[config.mk]
export PLATFORM = sky130hd
export DESIGN_NAME = mem_access_unit_flat
export DESIGN_NICKNAME = d
export VERILOG_FILES = /design/src/rtl/mem_access_unit_if.sv /design/src/rtl/mem_access_unit.sv /design/src/flat_wrapper.sv
export SDC_FILE = /design/constraint.sdc
export NUM_CORES = 1
export LEC_CHECK = 0
export ABC_AREA = 1
export BUFFER_PORTS_ARGS = -buffer_cell sky130_fd_sc_hd__buf_2
export CAP_MARGIN = 20
export CORE_MARGIN = 8
export CORE_UTILIZATION = 25
export CTS_CLUSTER_SIZE = 25
export DETAILED_ROUTE_END_ITERATION = 12
export PLACE_DENSITY = 0.51
export SETUP_SLACK_MARGIN = 0.15
export SYNTH_ARGS = -nofsm -noshare
export SYNTH_HDL_FRONTEND = slang
export SYNTH_SLANG_ARGS = --single-unit
[constraint.sdc]
create_clock -name clk -period 3.2 [get_ports clk]
set_input_delay 0.48 -clock clk [delete_from_list [all_inputs] [get_ports clk]]
set_output_delay 0.48 -clock clk [all_outputs]
set_load 0.05 [all_outputs]
[src/rtl/mem_access_unit_if.sv]
// -----------------------------------------------------------------------------
// mem_access_unit_if
//   Memory bus between the datapath memory access unit and the memory system.
//
//   Signals
//     mem_req    : bus request, held until granted
//     mem_we     : write enable, meaningful while mem_req=1
//     mem_addr   : word-aligned byte address
//     mem_be     : byte lane enables
//     mem_wdata  : write data (byte stores replicated to all lanes)
//     mem_gnt    : memory accepts the request this cycle
//     mem_rvalid : read data valid this cycle
//     mem_rdata  : read data
//
//   Modports
//     master : the access unit (drives request side)
//     slave  : the memory (drives grant/response side)
// -----------------------------------------------------------------------------
interface mem_access_unit_if;
  logic        mem_req;
  logic        mem_we;
  logic [31:0] mem_addr;
  logic [3:0]  mem_be;
  logic [31:0] mem_wdata;
  logic        mem_gnt;
  logic        mem_rvalid;
  logic [31:0] mem_rdata;

  modport master (
    output mem_req, mem_we, mem_addr, mem_be, mem_wdata,
    input  mem_gnt, mem_rvalid, mem_rdata
  );

  modport slave (
    input  mem_req, mem_we, mem_addr, mem_be, mem_wdata,
    output mem_gnt, mem_rvalid, mem_rdata
  );
endinterface

[src/rtl/mem_access_unit.sv]
// -----------------------------------------------------------------------------
// mem_access_unit
//   Bridges single-cycle datapath load/store requests onto a request/grant
//   memory bus with a separate read-valid response. Stalls the datapath while
//   an access is outstanding, supports word and byte accesses, flags misaligned
//   word accesses and bus timeouts with a one-cycle Fault pulse.
//
//   Parameters
//     TIMEOUT   : max cycles spent in REQ/WAIT before the access is aborted
//
//   Ports
//     clk       : clock, rising edge
//     reset     : asynchronous active-low reset
//     MemRead   : load request for the current instruction
//     MemWrite  : store request (wins over MemRead when both are set)
//     ByteOp    : 1 = byte access, 0 = word access
//     ALUResult : byte address
//     WriteData : store data
//     ReadData  : registered load data
//     Stall     : combinational hold request to PC / writeback
//     Fault     : one-cycle pulse on misaligned word access or timeout
//     bus       : memory bus (master side)
// -----------------------------------------------------------------------------
module mem_access_unit #(
  parameter int unsigned TIMEOUT = 16
) (
  input  logic                      clk,
  input  logic                      reset,
  input  logic                      MemRead,
  input  logic                      MemWrite,
  input  logic                      ByteOp,
  input  logic [31:0]               ALUResult,
  input  logic [31:0]               WriteData,
  output logic [31:0]               ReadData,
  output logic                      Stall,
  output logic                      Fault,
  mem_access_unit_if.master         bus
);

  localparam int unsigned CNT_W = $clog2(TIMEOUT + 1);
  localparam logic [CNT_W-1:0] CNT_LAST = CNT_W'(TIMEOUT - 1);

  typedef enum logic [1:0] {
    IDLE = 2'd0,
    REQ  = 2'd1,
    WAIT = 2'd2,
    DONE = 2'd3
  } state_e;

  state_e           state_q, state_d;
  logic [CNT_W-1:0] cnt_q, cnt_d;
  logic [31:0]      rdata_q, rdata_d;
  logic             fault_q, fault_d;

  logic        pending;
  logic        misaligned;
  logic [1:0]  lane;
  logic [7:0]  lane_byte;
  logic [31:0] load_data;

  assign pending    = MemRead | MemWrite;
  assign lane       = ALUResult[1:0];
  // Only word accesses can be misaligned; any byte address is legal.
  assign misaligned = ~ByteOp & (lane != 2'b00);

  always_comb begin
    lane_byte = bus.mem_rdata[7:0];
    case (lane)
      2'd0: lane_byte = bus.mem_rdata[7:0];
      2'd1: lane_byte = bus.mem_rdata[15:8];
      2'd2: lane_byte = bus.mem_rdata[23:16];
      2'd3: lane_byte = bus.mem_rdata[31:24];
      default: lane_byte = bus.mem_rdata[7:0];
    endcase
  end

  assign load_data = ByteOp ? {24'h0, lane_byte} : bus.mem_rdata;

  // Request-side bus fields follow the datapath inputs directly; the datapath
  // holds them stable for as long as Stall is asserted.
  assign bus.mem_we    = MemWrite;
  assign bus.mem_addr  = {ALUResult[31:2], 2'b00};
  assign bus.mem_be    = ByteOp ? (4'b0001 << lane) : 4'hF;
  assign bus.mem_wdata = ByteOp ? {4{WriteData[7:0]}} : WriteData;

  assign ReadData = rdata_q;
  // fault_q is only ever set on the transition into DONE, and DONE lasts one
  // cycle, so it is already a one-cycle pulse.
  assign Fault    = fault_q;

  // NOTE: every output of this block gets a default first, so no path leaves
  // a signal unassigned and no latch is inferred.
  always_comb begin
    state_d     = state_q;
    cnt_d       = cnt_q;
    rdata_d     = rdata_q;
    fault_d     = 1'b0;
    bus.mem_req = 1'b0;
    Stall       = 1'b0;

    case (state_q)
      IDLE: begin
        if (pending) begin
          if (misaligned) begin
            state_d = DONE;
            fault_d = 1'b1;
            rdata_d = 32'h0;
          end else begin
            state_d = REQ;
            cnt_d   = '0;
          end
        end
      end

      REQ: begin
        bus.mem_req = 1'b1;
        cnt_d       = cnt_q + 1'b1;
        if (bus.mem_gnt) begin
          if (MemWrite) begin
            state_d = DONE;
          end else if (bus.mem_rvalid) begin
            state_d = DONE;
            rdata_d = load_data;
          end else begin
            state_d = WAIT;
          end
        end else if (cnt_q >= CNT_LAST) begin
          state_d = DONE;
          fault_d = 1'b1;
          rdata_d = 32'h0;
        end
      end

      WAIT: begin
        cnt_d = cnt_q + 1'b1;
        if (bus.mem_rvalid) begin
          state_d = DONE;
          rdata_d = load_data;
        end else if (cnt_q >= CNT_LAST) begin
          state_d = DONE;
          fault_d = 1'b1;
          rdata_d = 32'h0;
        end
      end

      DONE: begin
        state_d = IDLE;
      end

      default: begin
        state_d = IDLE;
      end
    endcase

    Stall = pending && (state_q != DONE);
  end

  // NOTE: state is updated with non-blocking assignments only, and the
  // asynchronous reset clears every register including the load data, so a
  // transaction abandoned by reset can never leave stale data visible.
  always_ff @(posedge clk or negedge reset) begin
    if (!reset) begin
      state_q <= IDLE;
      cnt_q   <= '0;
      rdata_q <= 32'h0;
      fault_q <= 1'b0;
    end else begin
      state_q <= state_d;
      cnt_q   <= cnt_d;
      rdata_q <= rdata_d;
      fault_q <= fault_d;
    end
  end

endmodule

[src/flat_wrapper.sv]
// flat-port wrapper written by rule: the top's interface ports become plain ports
module mem_access_unit_flat 
#(
  parameter int unsigned TIMEOUT = 16
)
  (clk, reset, MemRead, MemWrite, ByteOp, ALUResult, WriteData, ReadData, Stall, Fault, bus_mem_req, bus_mem_we, bus_mem_addr, bus_mem_be, bus_mem_wdata, bus_mem_gnt, bus_mem_rvalid, bus_mem_rdata);
  mem_access_unit_if bus_i ();
  input  logic clk;
  input  logic reset;
  input  logic MemRead;
  input  logic MemWrite;
  input  logic ByteOp;
  input  logic [31:0] ALUResult;
  input  logic [31:0] WriteData;
  output logic [31:0] ReadData;
  output logic Stall;
  output logic Fault;
  output wire logic [$bits(bus_i.mem_req)-1:0] bus_mem_req;
  output wire logic [$bits(bus_i.mem_we)-1:0] bus_mem_we;
  output wire logic [$bits(bus_i.mem_addr)-1:0] bus_mem_addr;
  output wire logic [$bits(bus_i.mem_be)-1:0] bus_mem_be;
  output wire logic [$bits(bus_i.mem_wdata)-1:0] bus_mem_wdata;
  input wire logic [$bits(bus_i.mem_gnt)-1:0] bus_mem_gnt;
  input wire logic [$bits(bus_i.mem_rvalid)-1:0] bus_mem_rvalid;
  input wire logic [$bits(bus_i.mem_rdata)-1:0] bus_mem_rdata;
  assign bus_mem_req = bus_i.mem_req;
  assign bus_mem_we = bus_i.mem_we;
  assign bus_mem_addr = bus_i.mem_addr;
  assign bus_mem_be = bus_i.mem_be;
  assign bus_mem_wdata = bus_i.mem_wdata;
  assign bus_i.mem_gnt = bus_mem_gnt;
  assign bus_i.mem_rvalid = bus_mem_rvalid;
  assign bus_i.mem_rdata = bus_mem_rdata;
  mem_access_unit #(.TIMEOUT(TIMEOUT)) u_core (.clk(clk), .reset(reset), .MemRead(MemRead), .MemWrite(MemWrite), .ByteOp(ByteOp), .ALUResult(ALUResult), .WriteData(WriteData), .ReadData(ReadData), .Stall(Stall), .Fault(Fault), .bus(bus_i));
endmodule
; ---- After elaboration in Yosys (flattened, before gate mapping)
; Index checks and enable logic that the tools add are counted.
[op_classes]
add_sub_neg = 1
order_cmp = 1
n_eq_ne = 12
shifts = 1
muxes = 30
bitwise = 3
reduce_logical = 9
[op_table]
columns = operator, count
row1 = $mux 32, 9
row2 = $pmux 32 s3, 1
row3 = $pmux 8 s4, 1
row4 = $mux 2, 6
row5 = $mux 5, 2
row6 = $pmux 5 s2, 1
row7 = $eq 2x2->1 const B, 4
row8 = $pmux 2 s4, 1
row9 = $mux 1, 7
row10 = $ne 3x3->1 const B, 2
row11 = $add 5x1->5 const B, 1
row12 = $ge 5x4->1 const B, 1
row13 = $reduce_and 5->1, 1
row14 = $eq 2x1->1 const B, 2
row15 = $logic_not 2->1, 2
row16 = $mux 4, 1
row17 = $ne 2x1->1 const B, 2
row18 = $ne 2x2->1 const B, 2
row19 = $reduce_bool 2->1, 2
row20 = $shl 1x2->4 const A, 1
row21 = $pmux 1 s3, 1
row22 = $reduce_and 3->1, 1
row23 = $reduce_bool 3->1, 1
row24 = $reduce_or 2->1, 1
row25 = other kinds (4), 4
[totals]
regBits = 40
inputBits = 103
output_inout_bits = 104

; ---- Depth between registers and ports, before layout
[logic_depth]
depth_word = 7
depth_mapped = 10
depth_no_buf = 10

; ---- Worst setup path before layout
; Ideal clock, no wire load.
[synth_timing]
path_type = input-to-output
startpoint = input ALUResult[0]
endpoint = output bus_mem_be[1]
t_arrival_ps = 1812
t_required_ps = 2720
setup_slack_ps = 908
path_stages = 3
path_buffers = 1
cell_sequence = buf_6 > inv_1 > o21ai_0
[synth_via]
elab_chain_cells = 2
[synth_rtl]
columns = item, line_no
row1 = from (decl), flat_wrapper.sv:13  ; input logic [31:0] ALUResult;
row2 = $shl 1x2->4, mem_access_unit.sv:83  ; assign bus.mem_be = ByteOp ? (4'b0001 << lane) : 4'hF;
row3 = $mux 4, mem_access_unit.sv:83
row4 = to (decl), flat_wrapper.sv:21  ; output wire logic [$bits(bus_i.mem_be)-1:0] bus_mem_be;
; Every way passes these cells.

; ---- Worst setup path in the final report
[layout_timing]
startpoint = input ByteOp
endpoint = output bus_mem_be[0]
[layout_via]
elab_chain_cells = 1
[layout_rtl]
columns = item, line_no
row1 = from (decl), flat_wrapper.sv:12  ; input logic ByteOp;
row2 = $mux 4, mem_access_unit.sv:83
; Every way passes these cells.

==> run metrics <==
part of the cycle the worst path needs=0.651; row count=40; metal3 WL=between 600 and 700 um; Setup TNS Final=0 ps; Placed Area=between 0.003 and 0.004 mm^2; YS warnings=0; crit path time final=between 2000 and 2500 ps; Synth Area in Simple Gates=0.408; WL/cell=about 15 um; Initial Utilization=0.253; Sink Count=40; XOR/XNOR share of the synthesized area=0; Vias=slightly above 3000; Die W=between 100 and 150 um; endpoints failing setup=0; worst skew pair latency=between 200 and 300 ps; Max VDD drop=0.525 mV; Post-Layout Cell Count=700; fmax=roughly 0.48 GHz; Setup crit start kind=input pin; status=finished clean; CP arrival=about 1600 ps; antenna-violating nets left=0; worst slew pin tran=972 ps; RSZ-0062 raised after global routing=false; Synth Register Bits=40; largest net degree at the start of global routing=around 40; critical path class=in2out; nets@finish=~660; placer congestion estimate=between 0.8 and 0.9; GRT Overall Usage=0.133; first-pass GRT wire length=~17 mm; leak pwr=2.32 nW; Die ar.=approximately 0.016 mm^2; Mapped Cells=between 400 and 500; sequential fraction of the synthesis area=0.332; Mapped Area=between 0.003 and 0.004 mm^2; DRT iter0 DRCs=between 150 and 200; post-route cell area=between 0.003 and 0.004 mm^2; drt pass-1 iters=4; # diodes=0; Resized cells post-CTS=0; slew margin rel.=0.352; PD cells=approximately 860 mW/mm^2; Port Buffer Count=144; commonest non-fill, non-tap cell in the layout=nand2_1; CP max FO=32; vias per cell=roughly 4.4; IO Count=between 200 and 250; clock buffer count from CTS=5; # placed instances=a little under 700; initial antenna violation count=0; top sig layer=met4; final global-route overflow total=0; Unique masters post-synth=27; Final Max Slew Viols=0; TritonCTS clock tree=yes; final core occ=0.308; Layout area overhead=21.5%; clk slew on worst S/H paths=60 ps; share of cells above drive strength 1=0.304; CTS Buffer Depth=2; Die H=between 100 and 150 um; largest family of logic cells by synthesized area=simple AND/OR/NAND/NOR gates; Routed met1 length=a little under 5 mm; CTS H-tree depth=2; Setup crit end kind=output port; final wirelength=approximately 11 mm; portion of netlist area occupied by mux cells=0.00332; syn_area_per_cell=~6.6 um^2; vias in the first global route=3074; Final Skew=about 6.9 ps; Post-CTS Repair Setup Buffers=0; Hold WC Path Type=in2async; most frequent cells in the layout=nand2_1 (179), buf_2 (144), nor2_1 (48), nand3_1 (46), inv_1 (41); hpwl dp=roughly 8.3 mm; clock tree root buffer cell=clkbuf_16; worst endpoint required time=2720 ps; CTS Hold Buffers Added=0; compound-cell area share of the yosys netlist=0.0253; final hold violation count=0; core area=between 0.01 and 0.015 mm^2; DRC=0; max cap viols=0; post-synthesis adder-cell area fraction=0.0332; met2 wire length=slightly below 5 mm
-- kinds of logic after synthesis --
| logic type | count (synthesis) |
|---|---|
| AND/OR/NAND/NOR | 291 |
| buffers and inverters | 102 |
| flip-flops | 40 |
| AO/OA/AOI/OAI | 14 |
| adder cells (fa/ha/maj) | 8 |
| multiplexers | 1 |
| other | 1 |
-- area by class of cell --
class | count | area [um^2]
sequential | 40 | 1000
clock inverter | 2 | 35.0
multi-input combinational | 316 | 1430
fill | 1340 | 8240
inverter | 44 | 165
timing repair buffer | 145 | 728
tap | 147 | 184
clock buffer | 6 | 129
-- routing by layer --
metal | GRT usage | vias up
li1 | - | 1545
met1 | 0.173 | 1397
met2 | 0.211 | 100
met3 | 0.0346 | 16
met4 | 0.0446 | 0
met5 | 0 | -
-- worst max-delay path, stage by stage --
cell    delay, ps
buf_2         110
inv_2         410
nor2_4        170
inv_1         140
buf_2         280
-- cells in the mapped netlist --
library cell | instances | area (um^2)
mux2i_1 | 1 | 10.0
dfrtp_1 | 40 | 1000
nand3_2 | 1 | 10.0
or2_2 | 1 | 6.26
nor2_1 | 48 | 180
a21oi_1 | 5 | 25.0
conb_1 | 1 | 3.75
buf_4 | 45 | 338
inv_2 | 3 | 11.3
nand2_2 | 2 | 12.5
nor2_2 | 2 | 12.5
clkbuf_1 | 3 | 11.3
ha_1 | 8 | 100
buf_2 | 5 | 25.0
o21ai_1 | 2 | 10.0
nand4_1 | 4 | 25.0
nand2_4 | 1 | 11.3
nor2_4 | 5 | 56.3
o21ai_0 | 4 | 20.0
nand3_1 | 46 | 230
nand2_1 | 179 | 672
o22ai_1 | 1 | 6.26
buf_6 | 5 | 56.3
a31oi_1 | 1 | 6.26
o21ai_2 | 1 | 8.76
nand3b_1 | 2 | 15.0
inv_1 | 41 | 154
-- registers in the layout, summed over array words and instances, names as in the netlist --
register	flops
u_core.Fault	1
u_core.ReadData	32
u_core.cnt_q	5
u_core.state_q	2
-- worst paths after layout --
path,start,endpoint,slack (ps),cells after the start
hold reg to reg,u_core.ReadData[2]$_DFFE_PN0P_,u_core.ReadData[2]$_DFFE_PN0P_,470,2
setup reg to reg,u_core.state_q[0]$_DFFE_PN0P_,u_core.ReadData[0]$_DFFE_PN0P_,1150,7
min in group clk,u_core.ReadData[2]$_DFFE_PN0P_,u_core.ReadData[2]$_DFFE_PN0P_,470,2
hold / removal,reset,u_core.ReadData[6]$_DFFE_PN0P_,340,1
setup / recovery,ByteOp,bus_mem_be[0],1120,5
max in group asynchronous,reset,u_core.cnt_q[1]$_DFFE_PN0P_,2240,1
-- through the flow --
stage	setup slack (ps)	power, mW	hold WS, ps
2_1_floorplan	908	2.34	184
6_report	1120	3.15	340
3_3_place_gp	985	2.59	460
4_1_cts	1120	3.20	393
3_5_place_dp	921	2.60	460
5_1_grt	889	3.38	423
-- power by group --
part           internal [mW]  leakage [nW]  switching (mW)
clock                  0.367        0.0808           0.211
sequential             0.665         0.545           0.104
combinational          0.404          1.69            1.39
total                   1.44          2.32            1.71
No activity file was read; power rests on OpenSTA's default activity.
